## config.mk

```make
export PLATFORM = sky130hd
export DESIGN_NAME = fb_arbiter
export DESIGN_NICKNAME = d
export VERILOG_FILES = /design/src/rtl/fb_arbiter.sv
export SDC_FILE = /design/constraint.sdc
export NUM_CORES = 1
export LEC_CHECK = 0
export CORE_ASPECT_RATIO = 1.2
export CORE_MARGIN = 5
export CORE_UTILIZATION = 43
export DETAILED_ROUTE_END_ITERATION = 8
export PLACE_DENSITY = 0.94
export SLEW_MARGIN = 20
export SYNTH_ARGS = -nofsm -noshare
export SYNTH_HDL_FRONTEND = slang
export SYNTH_SLANG_ARGS = --single-unit
```

## constraint.sdc

```tcl
create_clock -name clk_i -period 2.9 [get_ports clk_i]
set_input_delay 0.725 -clock clk_i [delete_from_list [all_inputs] [get_ports clk_i]]
set_output_delay 0.725 -clock clk_i [all_outputs]
set_load 0.03 [all_outputs]
```

## src/rtl/fb_arbiter.sv

```systemverilog
// fb_arbiter: frame-buffer SRAM arbiter between a display-side reader and a
// capture-side writer sharing one asynchronous SRAM port.
// Reads take two cycles (address, data) and can run back to back; writes take
// a setup cycle and a one-cycle WE_N pulse, then always return to S_IDLE.
// That idle cycle is the bus turnaround.
// Optional build macro FB_ARB_STARVE_GUARD_EN adds a write-starvation counter.
// With the macro, a write that has waited STARVE_MAX cycles beats a pending read.
// Without the macro, reads always have strict priority.
module fb_arbiter #(
    parameter int ADDR_W     = 18,
    parameter int DATA_W     = 16,
    parameter int STARVE_MAX = 8
) (
    input  logic              clk_i,
    input  logic              rst_i,
    input  logic              rd_req_i,
    input  logic [ADDR_W-1:0] rd_addr_i,
    output logic              rd_gnt_o,
    output logic              rd_valid_o,
    output logic [DATA_W-1:0] rd_data_o,
    input  logic              wr_req_i,
    input  logic [ADDR_W-1:0] wr_addr_i,
    input  logic [DATA_W-1:0] wr_data_i,
    output logic              wr_gnt_o,
    output logic [ADDR_W-1:0] sram_addr_o,
    output logic [DATA_W-1:0] sram_dq_out_o,
    input  logic [DATA_W-1:0] sram_dq_in_i,
    output logic              sram_dq_oe_o,
    output logic              sram_oe_n_o,
    output logic              sram_we_n_o
);

    typedef enum logic [2:0] {
        S_IDLE,
        S_RD_A,
        S_RD_D,
        S_WR_S,
        S_WR_P
    } state_t;

    state_t            state_q, state_d;
    logic [ADDR_W-1:0] sram_addr_q, sram_addr_d;
    logic [DATA_W-1:0] sram_dq_out_q, sram_dq_out_d;
    logic              sram_dq_oe_q, sram_dq_oe_d;
    logic              sram_oe_n_q, sram_oe_n_d;
    logic              sram_we_n_q, sram_we_n_d;
    logic              rd_gnt_q, rd_gnt_d;
    logic              wr_gnt_q, wr_gnt_d;
    logic              rd_valid_q, rd_valid_d;
    logic [DATA_W-1:0] rd_data_q, rd_data_d;
    logic              arb_en;
    logic              force_wr;

    // A starvation threshold below one cycle is meaningless.
    // This named block is elaborated only for such an illegal value.
    if (STARVE_MAX < 1) begin : g_bad_starve_max
    end

`ifdef FB_ARB_STARVE_GUARD_EN
    localparam int CNT_W = $clog2(STARVE_MAX + 1);

    logic [CNT_W-1:0] wait_cnt_q, wait_cnt_d;

    // Count cycles a write waits ungranted, saturating at STARVE_MAX.
    always_comb begin
        wait_cnt_d = wait_cnt_q;
        if (!wr_req_i || wr_gnt_q) begin
            wait_cnt_d = '0;
        end else if (wait_cnt_q != CNT_W'(STARVE_MAX)) begin
            wait_cnt_d = wait_cnt_q + 1'b1;
        end
    end

    // Wait counter register.
    always_ff @(posedge clk_i or posedge rst_i) begin
        if (rst_i) begin
            wait_cnt_q <= '0;
        end else begin
            wait_cnt_q <= wait_cnt_d;
        end
    end

    assign force_wr = wr_req_i && (wait_cnt_q == CNT_W'(STARVE_MAX));
`else
    assign force_wr = 1'b0;
`endif

    // Next-state logic and registered SRAM/handshake outputs.
    always_comb begin
        state_d       = state_q;
        sram_addr_d   = sram_addr_q;
        sram_dq_out_d = sram_dq_out_q;
        sram_dq_oe_d  = sram_dq_oe_q;
        sram_oe_n_d   = sram_oe_n_q;
        sram_we_n_d   = sram_we_n_q;
        rd_gnt_d      = 1'b0;
        wr_gnt_d      = 1'b0;
        rd_valid_d    = 1'b0;
        rd_data_d     = rd_data_q;
        arb_en        = 1'b0;

        case (state_q)
            S_IDLE: begin
                arb_en = 1'b1;
            end
            S_RD_A: begin
                state_d = S_RD_D;
            end
            S_RD_D: begin
                // Capture the read word, then fall back to idle unless re-arbitrated.
                rd_data_d   = sram_dq_in_i;
                rd_valid_d  = 1'b1;
                sram_oe_n_d = 1'b1;
                state_d     = S_IDLE;
                arb_en      = 1'b1;
            end
            S_WR_S: begin
                sram_we_n_d = 1'b0;
                state_d     = S_WR_P;
            end
            S_WR_P: begin
                // Release the bus; the mandatory pass through S_IDLE is the turnaround.
                sram_we_n_d  = 1'b1;
                sram_dq_oe_d = 1'b0;
                state_d      = S_IDLE;
            end
            default: begin
                state_d = S_IDLE;
            end
        endcase

        if (arb_en) begin
            if (wr_req_i && (!rd_req_i || force_wr)) begin
                sram_addr_d   = wr_addr_i;
                sram_dq_out_d = wr_data_i;
                sram_dq_oe_d  = 1'b1;
                wr_gnt_d      = 1'b1;
                state_d       = S_WR_S;
            end else if (rd_req_i) begin
                sram_addr_d = rd_addr_i;
                sram_oe_n_d = 1'b0;
                rd_gnt_d    = 1'b1;
                state_d     = S_RD_A;
            end
        end
    end

    // State and output registers; reset immediately frees the SRAM bus.
    always_ff @(posedge clk_i or posedge rst_i) begin
        if (rst_i) begin
            state_q       <= S_IDLE;
            sram_addr_q   <= '0;
            sram_dq_out_q <= '0;
            sram_dq_oe_q  <= 1'b0;
            sram_oe_n_q   <= 1'b1;
            sram_we_n_q   <= 1'b1;
            rd_gnt_q      <= 1'b0;
            wr_gnt_q      <= 1'b0;
            rd_valid_q    <= 1'b0;
            rd_data_q     <= '0;
        end else begin
            state_q       <= state_d;
            sram_addr_q   <= sram_addr_d;
            sram_dq_out_q <= sram_dq_out_d;
            sram_dq_oe_q  <= sram_dq_oe_d;
            sram_oe_n_q   <= sram_oe_n_d;
            sram_we_n_q   <= sram_we_n_d;
            rd_gnt_q      <= rd_gnt_d;
            wr_gnt_q      <= wr_gnt_d;
            rd_valid_q    <= rd_valid_d;
            rd_data_q     <= rd_data_d;
        end
    end

    assign rd_gnt_o      = rd_gnt_q;
    assign wr_gnt_o      = wr_gnt_q;
    assign rd_valid_o    = rd_valid_q;
    assign rd_data_o     = rd_data_q;
    assign sram_addr_o   = sram_addr_q;
    assign sram_dq_out_o = sram_dq_out_q;
    assign sram_dq_oe_o  = sram_dq_oe_q;
    assign sram_oe_n_o   = sram_oe_n_q;
    assign sram_we_n_o   = sram_we_n_q;

endmodule
```

==> results.yml, run 1 <==
routing:
  firstDrtPassIters: 2
  avgViaCountPerCell: 4.57
  drc: 0
  postRouteAntennaNets: 0
  vias: 1704
  wl_per_cell_um: 15.8
  wl_um: 5890
  drtIter0Drc: 54
placed_design:
  portBuffers: 127
  hpwl_um: 4570
  place_area_sq_mm: 0.00387
  place_congestion: 0.719
pwr:
  power.density_mw_per_mm2: 1170
  leakage_uw: 0.00169
  max-vdd-ir-drop_uv: 596
sta:
  relSlewSlack_pct: 61.5
  worst_pin_slew_ns: 0.577
  setup_viol: 0
  skew_ns: 0.0105
  fin_tns_setup_ns: 0
  rsz0062_at_grt: "no"
  hold_viol: 0
  fmax_mhz: 442
  fin_crit_sh_pct: 78.0
  finalMaxSlewViolations: 0
  period_needed_ns: 2.26
worst_setup_path:
  crit_path_max_incr_delay_ns: 0.68
  rr_endpoint: "rd_data_o[11]"
  cp_num_buf_inv: 1
  crit_chain: "clkdlybuf4s50_1"
  path_max_fanout: 3
  rr_worst_depth: 3
  worstPathRequired_ns: 2.17
  rrSetupSlack_ns: 1.25
  startpoint_type: "register"
  cp.arrival_ns: 1.54
  reg2reg_from: "state_q[2]"
  slowest_stage: "clkdlybuf4s50_1"
  critPathKind: "reg -> out"
  cp-end-kind: "output pin"
  critPathLaunch: "sram_we_n_o"
  cp_top_family: "buffers and inverters"
  path_depth: 1
  crit_path_end: "sram_we_n_o"
global_routing:
  grt_pass1_wl_um: 9290
  grt_overflow: 0
  first_global_vias: 1896
  antenna_found_initial: 0
  grt_max_degree: 34
  track_usage_pct: 16.4
synthesis:
  seq_area_frac_synth_pct: 58.0
  ys_types: 22
  syn_nets: 226
  netlist.area_leader.share_pct: 55.9
  syn_inst: 154
  synth-seq-cells: 59
  synth_area_leaders: "dfrtp_1 (56%), mux2_2 (23%), mux2_4 (10%)"
  ys_warn_count: 0
  synth_area_leader_cell: "dfrtp_1"
  syn_area_sq_mm: 0.00255
  postSynthAreaPerCell_sq_um: 16.6
final_layout:
  nets: 360
  fill_cells: 417
  final_area_sq_mm: 0.00407
  layout-drive-gt1-share_pct: 32.4
  antenna-diode-count: 0
  area_delta_synth_final_pct: 59.3
floorplan:
  initial_utilization_pct: 44.7
  ios: 128
  die_h_um: 94.4
  dieArea_sq_mm: 0.00758
  num_rows: 30
  dieWidth_um: 80.3
  core_sq_mm: 0.00571
hold_path:
  worstHoldStart: "sram_dq_oe_o"
  hold_path.class: "reg -> reg"
run_status:
  status: "finished clean"
clock_network:
  cts.repair.resized: 0
  clockRootBuffer: "clkbuf_8"
  htree_levels: 3
  hold_buffers: 0
  postCtsSetupBuffers: 0
  clkSinkCount: 59
  clkLatencyLatePin_ns: 0.32
  clkSlewWorstSetupHoldPaths_ns: 0.06
  clockBufferDepth: 2
  numCtsBuffers: 9
  cts_tree: "built"
job:
  cap_viol_max_count: 0
[where the power goes]
part           internal [uW]  total, uW  switching (uW)
combinational           1270       2540            1270
sequential              1250       1490             248
clock                    419        730             310
total                   2940       4760            1830
[cell usage after synthesis (all sizes together)]
library cell / count
nor3: 1
mux2: 68
dfrtp: 57
o21ba: 1
o21ai: 1
buf: 8
dfstp: 2
nand2b: 1
nor2b: 1
a21oi: 1
a21o: 2
nand3: 1
nand2: 1
inv: 3
nor2: 4
nor3b: 2
[worst reg2reg max path: stages, from the launching register on]
cell and delay (ns):
dfrtp_1 0.50, nand2b_4 0.21, nor2_4 0.41, mux2_2 0.41
[registers in the layout (all words and copies together) (netlist names)]
signal / flops
sram_addr_o: 18
rd_data_o: 16
sram_dq_out_o: 16
state_q: 3
rd_gnt_o: 1
rd_valid_o: 1
sram_dq_oe_o: 1
sram_oe_n_o: 1
sram_we_n_o: 1
wr_gnt_o: 1
[worst min path at each step]
| stage | slack (ns) | cells past startpoint | end |
|---|---|---|---|
| 2_1_floorplan | 0.54 | 2 | sram_we_n_o |
| 3_3_place_gp | 0.46 | 1 | sram_dq_oe_o |
| 3_5_place_dp | 0.47 | 1 | sram_dq_oe_o |
| 4_1_cts | 0.49 | 1 | sram_dq_oe_o |
| 5_1_grt | 0.51 | 1 | sram_dq_oe_o |
| 6_report | 0.49 | 1 | sram_dq_oe_o |
[cell type report]
cell class                      instances  area, sq um  area share [%]
Timing Repair Buffer                  131         1310            32.3
Multi-Input combinational cell         84          966            23.8
Clock buffer                           12          145            3.57
Inverter                                3         11.3           0.277
Clock inverter                          4         50.0            1.23
Tap cell                               80          100            2.46
Sequential cell                        59         1480            36.4
[layer usage]
metal,up-vias,wire (um),track usage [%],share of wire (%)
met5,-,0,0,0
met4,0,93,7.61,1.6
met3,8,456,4.96,7.7
met2,70,3090,28.9,52
met1,822,2250,17.7,38
li1,804,-,-,-
[cell families after synthesis]
group	count (synthesis)	synth area share [%]
mux	68	32.5
flops	59	58.0
simple gates	11	3.97
buf+inv	11	4.17
compound gates	5	1.37
[placed cells by master, fill, tap and decap left out, types with 2 or more instances in the layout]
master and n:
mux2_2 51, a21o_1 2, dfstp_2 2, mux2_4 17, dfrtp_1 57, nor2_1 3
clkinvlp_4 2, clkbuf_1 2, clkbuf_8 10, clkdlybuf4s50_1 127, buf_4 3, inv_1 2
[stage by stage]
step / utilization, % / hold WS, ns / total power, uW / setup slack, ns / std cells
floorplan: - / 0.542 / 3080 / 0.722 / 154
global placement: 67.8 / 0.462 / 4020 / 0.440 / 357
detailed placement: 67.8 / 0.471 / 4080 / 0.400 / 357
CTS: 71.3 / 0.486 / 4830 / 0.616 / 373
global route: 71.3 / 0.510 / 5010 / 0.584 / 373
finish: 71.3 / 0.485 / 4760 / 0.638 / 373
Note: power is estimated with default switching activity, not from simulation.
==> run 2, diff against run 1 <==
- CORE_UTILIZATION: 43 -> 40
- PLACE_DENSITY: 0.94 -> 0.89
- clock period: 2.9 -> 2.13 ns (I/O delays scaled with it)
==> results.yml, run 2 (synthesis gave the netlist of run 1 again) <==
routing:
  firstDrtPassIters: 4
  postRouteAntennaNets: 0
  drc: 0
  avgViaCountPerCell: 4.60
  wl_per_cell_um: 15.9
  vias: 1736
  drtIter0Drc: 31
  wl_um: 5980
final_layout:
  final_common_cell: "clkdlybuf4s50_1"
  nets: 361
  multi_input_area_sq_um: 966
  final_area_sq_mm: 0.00411
  fill_cells: 534
  fin_util_pct: 65.0
  mostFrequentLayoutCells: "clkdlybuf4s50_1 (127), dfrtp_1 (57), mux2_2 (51)"
  stdcell_count: 377
  area_delta_synth_final_pct: 61.1
  layout-drive-gt1-share_pct: 32.9
  seqCellArea_sq_mm: 0.00148
  antenna-diode-count: 0
  largest_reg_flops: 18
clock_network:
  clkSlewWorstSetupHoldPaths_ns: 0.06
  hold_buffers: 0
  clkLatencyLatePin_ns: 0.32
  postCtsSetupBuffers: 0
  clkSinkCount: 59
  clockRootBuffer: "clkbuf_8"
  htree_levels: 3
  numCtsBuffers: 9
  cts.repair.resized: 0
  clockBufferDepth: 2
  cts_tree: "built"
worst_setup_path:
  startpoint_type: "register"
  cp_top_family: "buffers and inverters"
  rr_worst_depth: 3
  reg2reg_from: "state_q[2]"
  cp-end-kind: "output pin"
  crit_path_max_incr_delay_ns: 0.68
  cp.arrival_ns: 1.53
  slowest_stage: "clkdlybuf4s50_1"
  critPathKind: "reg -> out"
  rr_endpoint: "rd_data_o[2]"
  worstPathRequired_ns: 1.60
  path_max_fanout: 3
  rrSetupSlack_ns: 0.51
  cp_num_buf_inv: 1
  crit_chain: "clkdlybuf4s50_1"
run_status:
  status: "finished clean"
global_routing:
  grt_pass1_wl_um: 9870
  grt_max_degree: 60
  first_global_vias: 1994
  antenna_found_initial: 0
  track_usage_pct: 15.3
  grt_overflow: 0
floorplan:
  num_rows: 32
  core_sq_mm: 0.00633
  dieArea_sq_mm: 0.00808
  die_h_um: 97.5
  initial_utilization_pct: 40.3
  ios: 128
  dieWidth_um: 82.9
sta:
  worst_pin_slew_ns: 0.511
  period_needed_ns: 2.06
  rsz0062_at_grt: "no"
  fin_tns_setup_ns: 0
  fmax_mhz: 486
  relSlewSlack_pct: 65.8
  hold_viol: 0
  setup_viol: 0
  skew_ns: 0.00803
  finalMaxSlewViolations: 0
  fin_crit_sh_pct: 96.6
placed_design:
  place_area_sq_mm: 0.00391
  place_congestion: 0.745
  hpwl_um: 4520
  place_inst: 363
  portBuffers: 127
hold_path:
  hold_depth: 2
  hold_path.class: "reg -> reg"
  worstHoldStart: "sram_we_n_o"
  holdPathEnd: "sram_we_n_o"
job:
  cap_viol_max_count: 0
pwr:
  power.density_mw_per_mm2: 1590
  power_uw: 6550
  max-vdd-ir-drop_uv: 699
  leakage_uw: 0.00172
run 2: worst max-delay path by stage:
stage	slack, ns	end	from	cells past startpoint
after floorplan	0.14	rd_data_o[0]	rst_i	1
after global placement	0.05	sram_addr_o[15]	wr_req_i	5
after detailed placement	0.02	sram_dq_out_o[14]	wr_req_i	5
after CTS	0.05	sram_oe_n_o	sram_oe_n_o	1
after global routing	0.02	sram_we_n_o	sram_we_n_o	1
final	0.07	sram_we_n_o	sram_we_n_o	1
run 2: power breakdown:
| group | internal (uW) | total [uW] | leakage, uW | switching (uW) |
|---|---|---|---|---|
| Combinational | 1760 | 3500 | 0.000920 | 1740 |
| Sequential | 1700 | 2030 | 0.000695 | 336 |
| Clock | 621 | 1020 | 0.000104 | 396 |
| Total | 4080 | 6550 | 0.00172 | 2470 |
run 2: cell type report:
type / count / area share [%]
tap: 85 / 2.59
clock inverter: 2 / 0.853
sequential: 59 / 36.0
timing repair buffer: 132 / 32.8
inverter: 3 / 0.274
multi-input combinational: 84 / 23.5
clock buffer: 12 / 4.02
run 2: per-stage QoR:
stage,setup slack [ns],hold WS (ns)
global placement,0.0484,0.469
finish,0.0720,0.494
detailed placement,0.0190,0.482
floorplan,0.144,0.542
global route,0.0240,0.522
CTS,0.0476,0.496
run 2: layer usage:
metal | track usage, % | wire, um
met5 | 0 | 0
met4 | 5.91 | 106
met3 | 6.19 | 477
met2 | 27.0 | 3150
met1 | 16.2 | 2240
==> run 3, diff against run 2 <==
- CTS_BUF_LIST: default -> sky130_fd_sc_hd__clkbuf_4 sky130_fd_sc_hd__clkbuf_8 sky130_fd_sc_hd__clkbuf_16
- TNS_END_PERCENT: default -> 1
==> results of run 3 <==
The final DEF is identical to that of run 2; final timing and power are the same.
